`config.mk`:
```
export PLATFORM = sky130hd
export DESIGN_NAME = mem_port_arbiter
export DESIGN_NICKNAME = d
export VERILOG_FILES = /design/src/rtl/mem_port_arbiter.sv
export SDC_FILE = /design/constraint.sdc
export NUM_CORES = 1
export LEC_CHECK = 0
export CELL_PAD_IN_SITES_DETAIL_PLACEMENT = 2
export CELL_PAD_IN_SITES_GLOBAL_PLACEMENT = 2
export CORE_AREA = 2 2 102 104
export CTS_CLUSTER_DIAMETER = 150
export DETAILED_ROUTE_END_ITERATION = 8
export DIE_AREA = 0 0 104 106
export DONT_BUFFER_PORTS = 1
export GPL_TIMING_DRIVEN = 0
export PLACE_DENSITY = 0.65
export SLEW_MARGIN = 30
export SYNTH_ARGS = -nofsm -noshare
export SYNTH_HDL_FRONTEND = slang
export SYNTH_SLANG_ARGS = --single-unit
```
`constraint.sdc`:
```
create_clock -name clk_i -period 2.3 [get_ports clk_i]
set_input_delay 0.46 -clock clk_i [delete_from_list [all_inputs] [get_ports clk_i]]
set_output_delay 0.46 -clock clk_i [all_outputs]
set_load 0.02 [all_outputs]
```
`src/rtl/mem_port_arbiter.sv`:
```
`default_nettype none
// ============================================================================
// mem_port_arbiter: shares one single-ported memory between fetch and data
// ports, one read in flight, with data priority bounded by a starvation limit.
// Revision: 1.0
// ============================================================================
module mem_port_arbiter #(
   parameter int MEM_LAT    = 2,
   parameter int STARVE_MAX = 3
) (
   input  logic        clk_i,
   input  logic        rst_i,
   input  logic        if_req_i,
   input  logic [31:0] if_addr_i,
   input  logic        if_kill_i,
   output logic        if_gnt_o,
   output logic        if_rvalid_o,
   output logic [31:0] if_rdata_o,
   input  logic        dm_req_i,
   input  logic        dm_we_i,
   input  logic [31:0] dm_addr_i,
   input  logic [31:0] dm_wdata_i,
   output logic        dm_gnt_o,
   output logic        dm_rvalid_o,
   output logic [31:0] dm_rdata_o,
   output logic        mem_en_o,
   output logic        mem_we_o,
   output logic [31:0] mem_addr_o,
   output logic [31:0] mem_wdata_o,
   input  logic [31:0] mem_rdata_i
);

   typedef enum logic [0:0] {S_IDLE = 1'b0, S_BUSY = 1'b1} state_t;

   localparam logic       c_own_if     = 1'b0;
   localparam logic       c_own_dm     = 1'b1;
   localparam logic [2:0] c_mem_lat    = 3'(MEM_LAT);
   localparam logic [2:0] c_starve_max = 3'(STARVE_MAX);

   state_t     r_state, w_state_nxt;
   logic       r_owner, w_owner_nxt;
   logic [2:0] r_lat_cnt, w_lat_nxt;
   logic [2:0] r_starve_cnt, w_starve_nxt;
   logic       r_kill, w_kill_nxt;

   logic w_port_free, w_ret, w_if_req, w_if_pri, w_gnt_read;

   assign if_rdata_o = mem_rdata_i;
   assign dm_rdata_o = mem_rdata_i;

   always_ff @(posedge clk_i) begin
      if (rst_i) begin
         r_state      <= S_IDLE;
         r_owner      <= c_own_if;
         r_lat_cnt    <= 3'd0;
         r_starve_cnt <= 3'd0;
         r_kill       <= 1'b0;
      end else begin
         r_state      <= w_state_nxt;
         r_owner      <= w_owner_nxt;
         r_lat_cnt    <= w_lat_nxt;
         r_starve_cnt <= w_starve_nxt;
         r_kill       <= w_kill_nxt;
      end
   end

   always_comb begin
      w_state_nxt  = r_state;
      w_owner_nxt  = r_owner;
      w_lat_nxt    = r_lat_cnt;
      w_starve_nxt = r_starve_cnt;
      w_kill_nxt   = r_kill;
      if_gnt_o     = 1'b0;
      dm_gnt_o     = 1'b0;
      if_rvalid_o  = 1'b0;
      dm_rvalid_o  = 1'b0;
      mem_en_o     = 1'b0;
      mem_we_o     = 1'b0;
      mem_addr_o   = 32'd0;
      mem_wdata_o  = 32'd0;

      w_ret       = (r_state == S_BUSY) && (r_lat_cnt == 3'd1);
      w_port_free = (r_state == S_IDLE) || w_ret;
      // A killed cycle never grants a fetch, so it also forfeits fetch priority
      w_if_req    = if_req_i && !if_kill_i;
      w_if_pri    = w_if_req && (r_starve_cnt == c_starve_max);

      if (!rst_i) begin
         if (w_port_free) begin
            if (w_if_pri || (w_if_req && !dm_req_i)) begin
               if_gnt_o   = 1'b1;
               mem_en_o   = 1'b1;
               mem_addr_o = if_addr_i;
            end else if (dm_req_i) begin
               dm_gnt_o    = 1'b1;
               mem_en_o    = 1'b1;
               mem_we_o    = dm_we_i;
               mem_addr_o  = dm_addr_i;
               mem_wdata_o = dm_wdata_i;
            end
         end
         if (w_ret) begin
            if (r_owner == c_own_if)
               if_rvalid_o = !r_kill && !if_kill_i;
            else
               dm_rvalid_o = 1'b1;
         end
      end

      w_gnt_read = if_gnt_o || (dm_gnt_o && !dm_we_i);

      if (w_gnt_read) begin
         w_state_nxt = S_BUSY;
         w_lat_nxt   = c_mem_lat;
         w_owner_nxt = if_gnt_o ? c_own_if : c_own_dm;
         w_kill_nxt  = 1'b0;
      end else if (r_state == S_BUSY) begin
         w_lat_nxt = r_lat_cnt - 3'd1;
         if (w_ret) begin
            w_state_nxt = S_IDLE;
            w_kill_nxt  = 1'b0;
         end else if ((r_owner == c_own_if) && if_kill_i) begin
            w_kill_nxt = 1'b1;
         end
      end

      if (if_gnt_o || !if_req_i)
         w_starve_nxt = 3'd0;
      else if (dm_gnt_o && (r_starve_cnt != c_starve_max))
         w_starve_nxt = r_starve_cnt + 3'd1;
   end

endmodule
`default_nettype wire

```
==> summary.md <==
| Metric | Value |
|---|---|
| Outcome | finished clean |
| Initial antenna violation count | 0 |
| Die area | 11,000 um^2 |
| Syn Nets | 337 |
| DR WL met3 | 787 um |
| Post-layout nets | 355 |
| Antenna cell count | 0 |
| Setup violations, final | 0 |
| Placed wire-length estimate | 5.57 mm |
| GR Util All Layers | 10.3% |
| #FFs+latches synth | 9 |
| Worst Clk Skew | 0.00279 ns |
| Fmax | 451 MHz |
| Crit path kind | flip-flop to output pin |
| First-pass GRT wire length | 8.98 mm |
| Slowest CP cell | dfxtp_2 |
| Warning count from the yosys run | 0 |
| Max-cap violations | 0 |
| Met2 WL post-DR | 3.83 mm |
| Critical path, cell by cell | ha_4 > ha_4 > a221oi_4 > buf_4 > buf_6 > buf_12 > a22o_2 |
| CTS tree | yes |
| Vias in the first global route | 1,501 |
| Root buffer cell | clkbuf_8 |
| Mapped Avg Cell Area | 7.98 um^2 |
| Synthesized-area fraction occupied by and/or/nand/nor cells | 20.1% |
| Drc violations | 0 |
| Setup TNS | 0 ns |
| Critical R2R Launch | r_starve_cnt[0] |
| Antenna viol nets, final | 0 |
| Initial Utilization | 15.9% |
| GP Congestion | 0.760 |
| Post-synthesis xor/xnor area fraction | 1.65% |
| Post-CTS Hold Fix Bufs | 0 |
| WHS Endpoint | r_kill |
| Fillers | 1,135 |
| Width of the die | 104 um |
| Synthesized instance count | 199 |
| Final core occ | 24.2% |
| Via count | 1,508 |
| Worst hold path class | input port to flip-flop |
| Core ar. | 10000 um^2 |
| Yosys cell types | 30 |
| Num CTS Buffers | 3 |
| CP Capture Type | output pin |
| Congestion Overflow GR | 0 |
| Max Root-Sink Buffers | 2 |
| VDD IR max | 0.122 mV |
| Worst flop-to-flop path endpoint | r_starve_cnt[2] |
| H-tree depth | 1 |
| Hold Path Depth | 2 |
| Main combinational cell family by area after synthesis | buffers and inverters |
| Area Growth Syn to Fin | 52.4% |
| Post-synthesis sequential area ratio | 11.3% |
| Clock Latency Late Sink | 0.23 ns |
| Crit path DAT | 1.76 ns |
| WL/cell | 19.2 um |
| CP most frequent cell | ha_4 |
| Fin crit period | 2.22 ns |
| Max Used Layer | met4 |
| Die extent in y | 106 um |
| Port Buffers | 0 |
| Design Power | 0.907 mW |
| Vias per std cell | 4.28 |
| Crit path max fanout | 6 |
| Top Ports | 268 |
| Worst Tran Pin Value | 0.645 ns |
| CP peak stage delay | 0.33 ns |
| Static Leak | 1.12 nW |
| Synth Area in Compound Gates | 26.2% |
| Commonest non-fill, non-tap cell in the layout | buf_4 |
| Iteration-0 DRC Markers | 45 |
| Worst-path clk slew | 0.05 ns |
| Clk sinks | 9 |
| R2R depth | 8 |
| Slew HR | 56.7% |
| WL final | 6.76 mm |
| Max Transition Viols Final | 0 |
| Crit path required time | 1.84 ns |
| Fraction of layout cells with a size suffix above 1 | 79.6% |
| Pwr per Cell Area | 375 nW/um^2 |
| Met1 WL | 2.13 mm |
| Mux cell area share after synthesis | 0.630% |
| CP Launch Type | flip-flop |
| # rows | 37 |
| Hold Vio Cnt, Final | 0 |
| Synthesized cell area | 1590 um^2 |
| Crit path buffers/inverters | 3 |
| Most frequent cells in the layout | buf_4, a22o_4, and2_4, buf_6 |
| HP Start | if_kill_i |
| Crit share post-route | 96.5% |
| Pin count of the biggest net entering global routing | 11 |
| Drt pass-1 iters | 4 |
| Largest delay share family, worst path | compound AO/OA/AOI/OAI gates |
| Post-Synth Adder-Cell Area | 3.15% |
| R2R Setup Slk | 0.48 ns |
flip-flops by register name (all words and copies together) (netlist names):
signal	flops
r_lat_cnt	3
r_kill	1
r_starve_cnt	3
r_state	1
r_owner	1
per-layer routing:
layer	vias to the layer above	track usage, %
met5	-	0
met4	0	0.869
met3	2	3.74
met2	155	21.8
met1	697	9.72
li1	654	-
timing repair:
| item | 4_1_cts | 5_1_grt |
|---|---|---|
| setup endpoints to repair | 67 | 63 |
| gates resized for setup | 137 | 9 |
| pin swaps | 4 | 6 |
| setup buffers | 7 | 5 |
| endpoints found under the hold margin | 0 | 0 |
| cloned | 1 | 1 |
area by class of cell:
class	instances	area, um^2	share of cell area, %
Multi-Input combinational cell	106	1200	49.6
Buffer	76	641	26.5
Sequential cell	9	188	7.76
Tap cell	136	170	7.03
Timing Repair Buffer	14	149	6.15
Clock buffer	4	45.0	1.86
Inverter	7	26.3	1.09
Yosys cell counts:
cell type | instances | area share (%)
mux2i_1 | 1 | 0.63
o2111a_1 | 1 | 0.71
or3_1 | 1 | 0.39
buf_2 | 9 | 2.8
dfxtp_1 | 9 | 11
inv_2 | 1 | 0.24
nor3_1 | 2 | 0.63
nor3b_1 | 1 | 0.47
and2b_1 | 1 | 0.47
buf_6 | 2 | 1.4
or3b_4 | 1 | 0.71
buf_4 | 65 | 31
a31oi_1 | 3 | 1.2
inv_1 | 6 | 1.4
nor2_1 | 5 | 1.2
nand2b_4 | 1 | 0.87
clkbuf_1 | 1 | 0.24
nand2b_1 | 2 | 0.79
a211oi_2 | 3 | 2.4
o211ai_1 | 1 | 0.47
a22o_1 | 34 | 19
ha_1 | 4 | 3.2
and2_1 | 33 | 13
a221oi_4 | 1 | 1.7
o211a_1 | 1 | 0.63
xnor2_1 | 2 | 1.1
nand2_1 | 5 | 1.2
xor2_1 | 1 | 0.55
nor2b_1 | 1 | 0.39
a21o_1 | 1 | 0.47
metrics by stage:
step	area, um^2	setup WS, ns	cells	hold slack, ns
2_1_floorplan	1590	0.165	199	0.465
5_1_grt	2420	-0.00190	352	0.529
3_3_place_gp	1760	-0.159	335	0.479
4_1_cts	2310	-0.0256	346	0.472
6_report	2420	0.0815	352	0.474
3_5_place_dp	1760	-0.181	335	0.501
worst max-delay path by stage:
stage / from / to / slack, ns / cells after the start
detailed placement: r_starve_cnt[0] / mem_addr_o[16] / -0.18 / 7
global route: r_lat_cnt[1] / mem_wdata_o[15] / -0.002 / 8
finish: r_starve_cnt[0] / mem_addr_o[20] / 0.08 / 7
CTS: r_starve_cnt[1] / mem_addr_o[18] / -0.03 / 7
floorplan: rst_i / mem_wdata_o[22] / 0.17 / 5
global placement: rst_i / mem_wdata_o[9] / -0.16 / 6
kinds of logic after synthesis:
group	after synthesis
adders and majority gates	4
buffers and inverters	84
AOI/OAI and AO/OA	45
DFF	9
and+or+nand+nor	53
muxes	1
xor gates and xnor gates	3
where the power goes:
part / total, mW / internal (mW) / switching [mW] / leakage (nW)
clock network: 0.189 / 0.121 / 0.0679 / 0.0228
logic: 0.544 / 0.249 / 0.295 / 1.03
registers: 0.174 / 0.167 / 0.00700 / 0.0754
(Power assumes the default switching activity.)
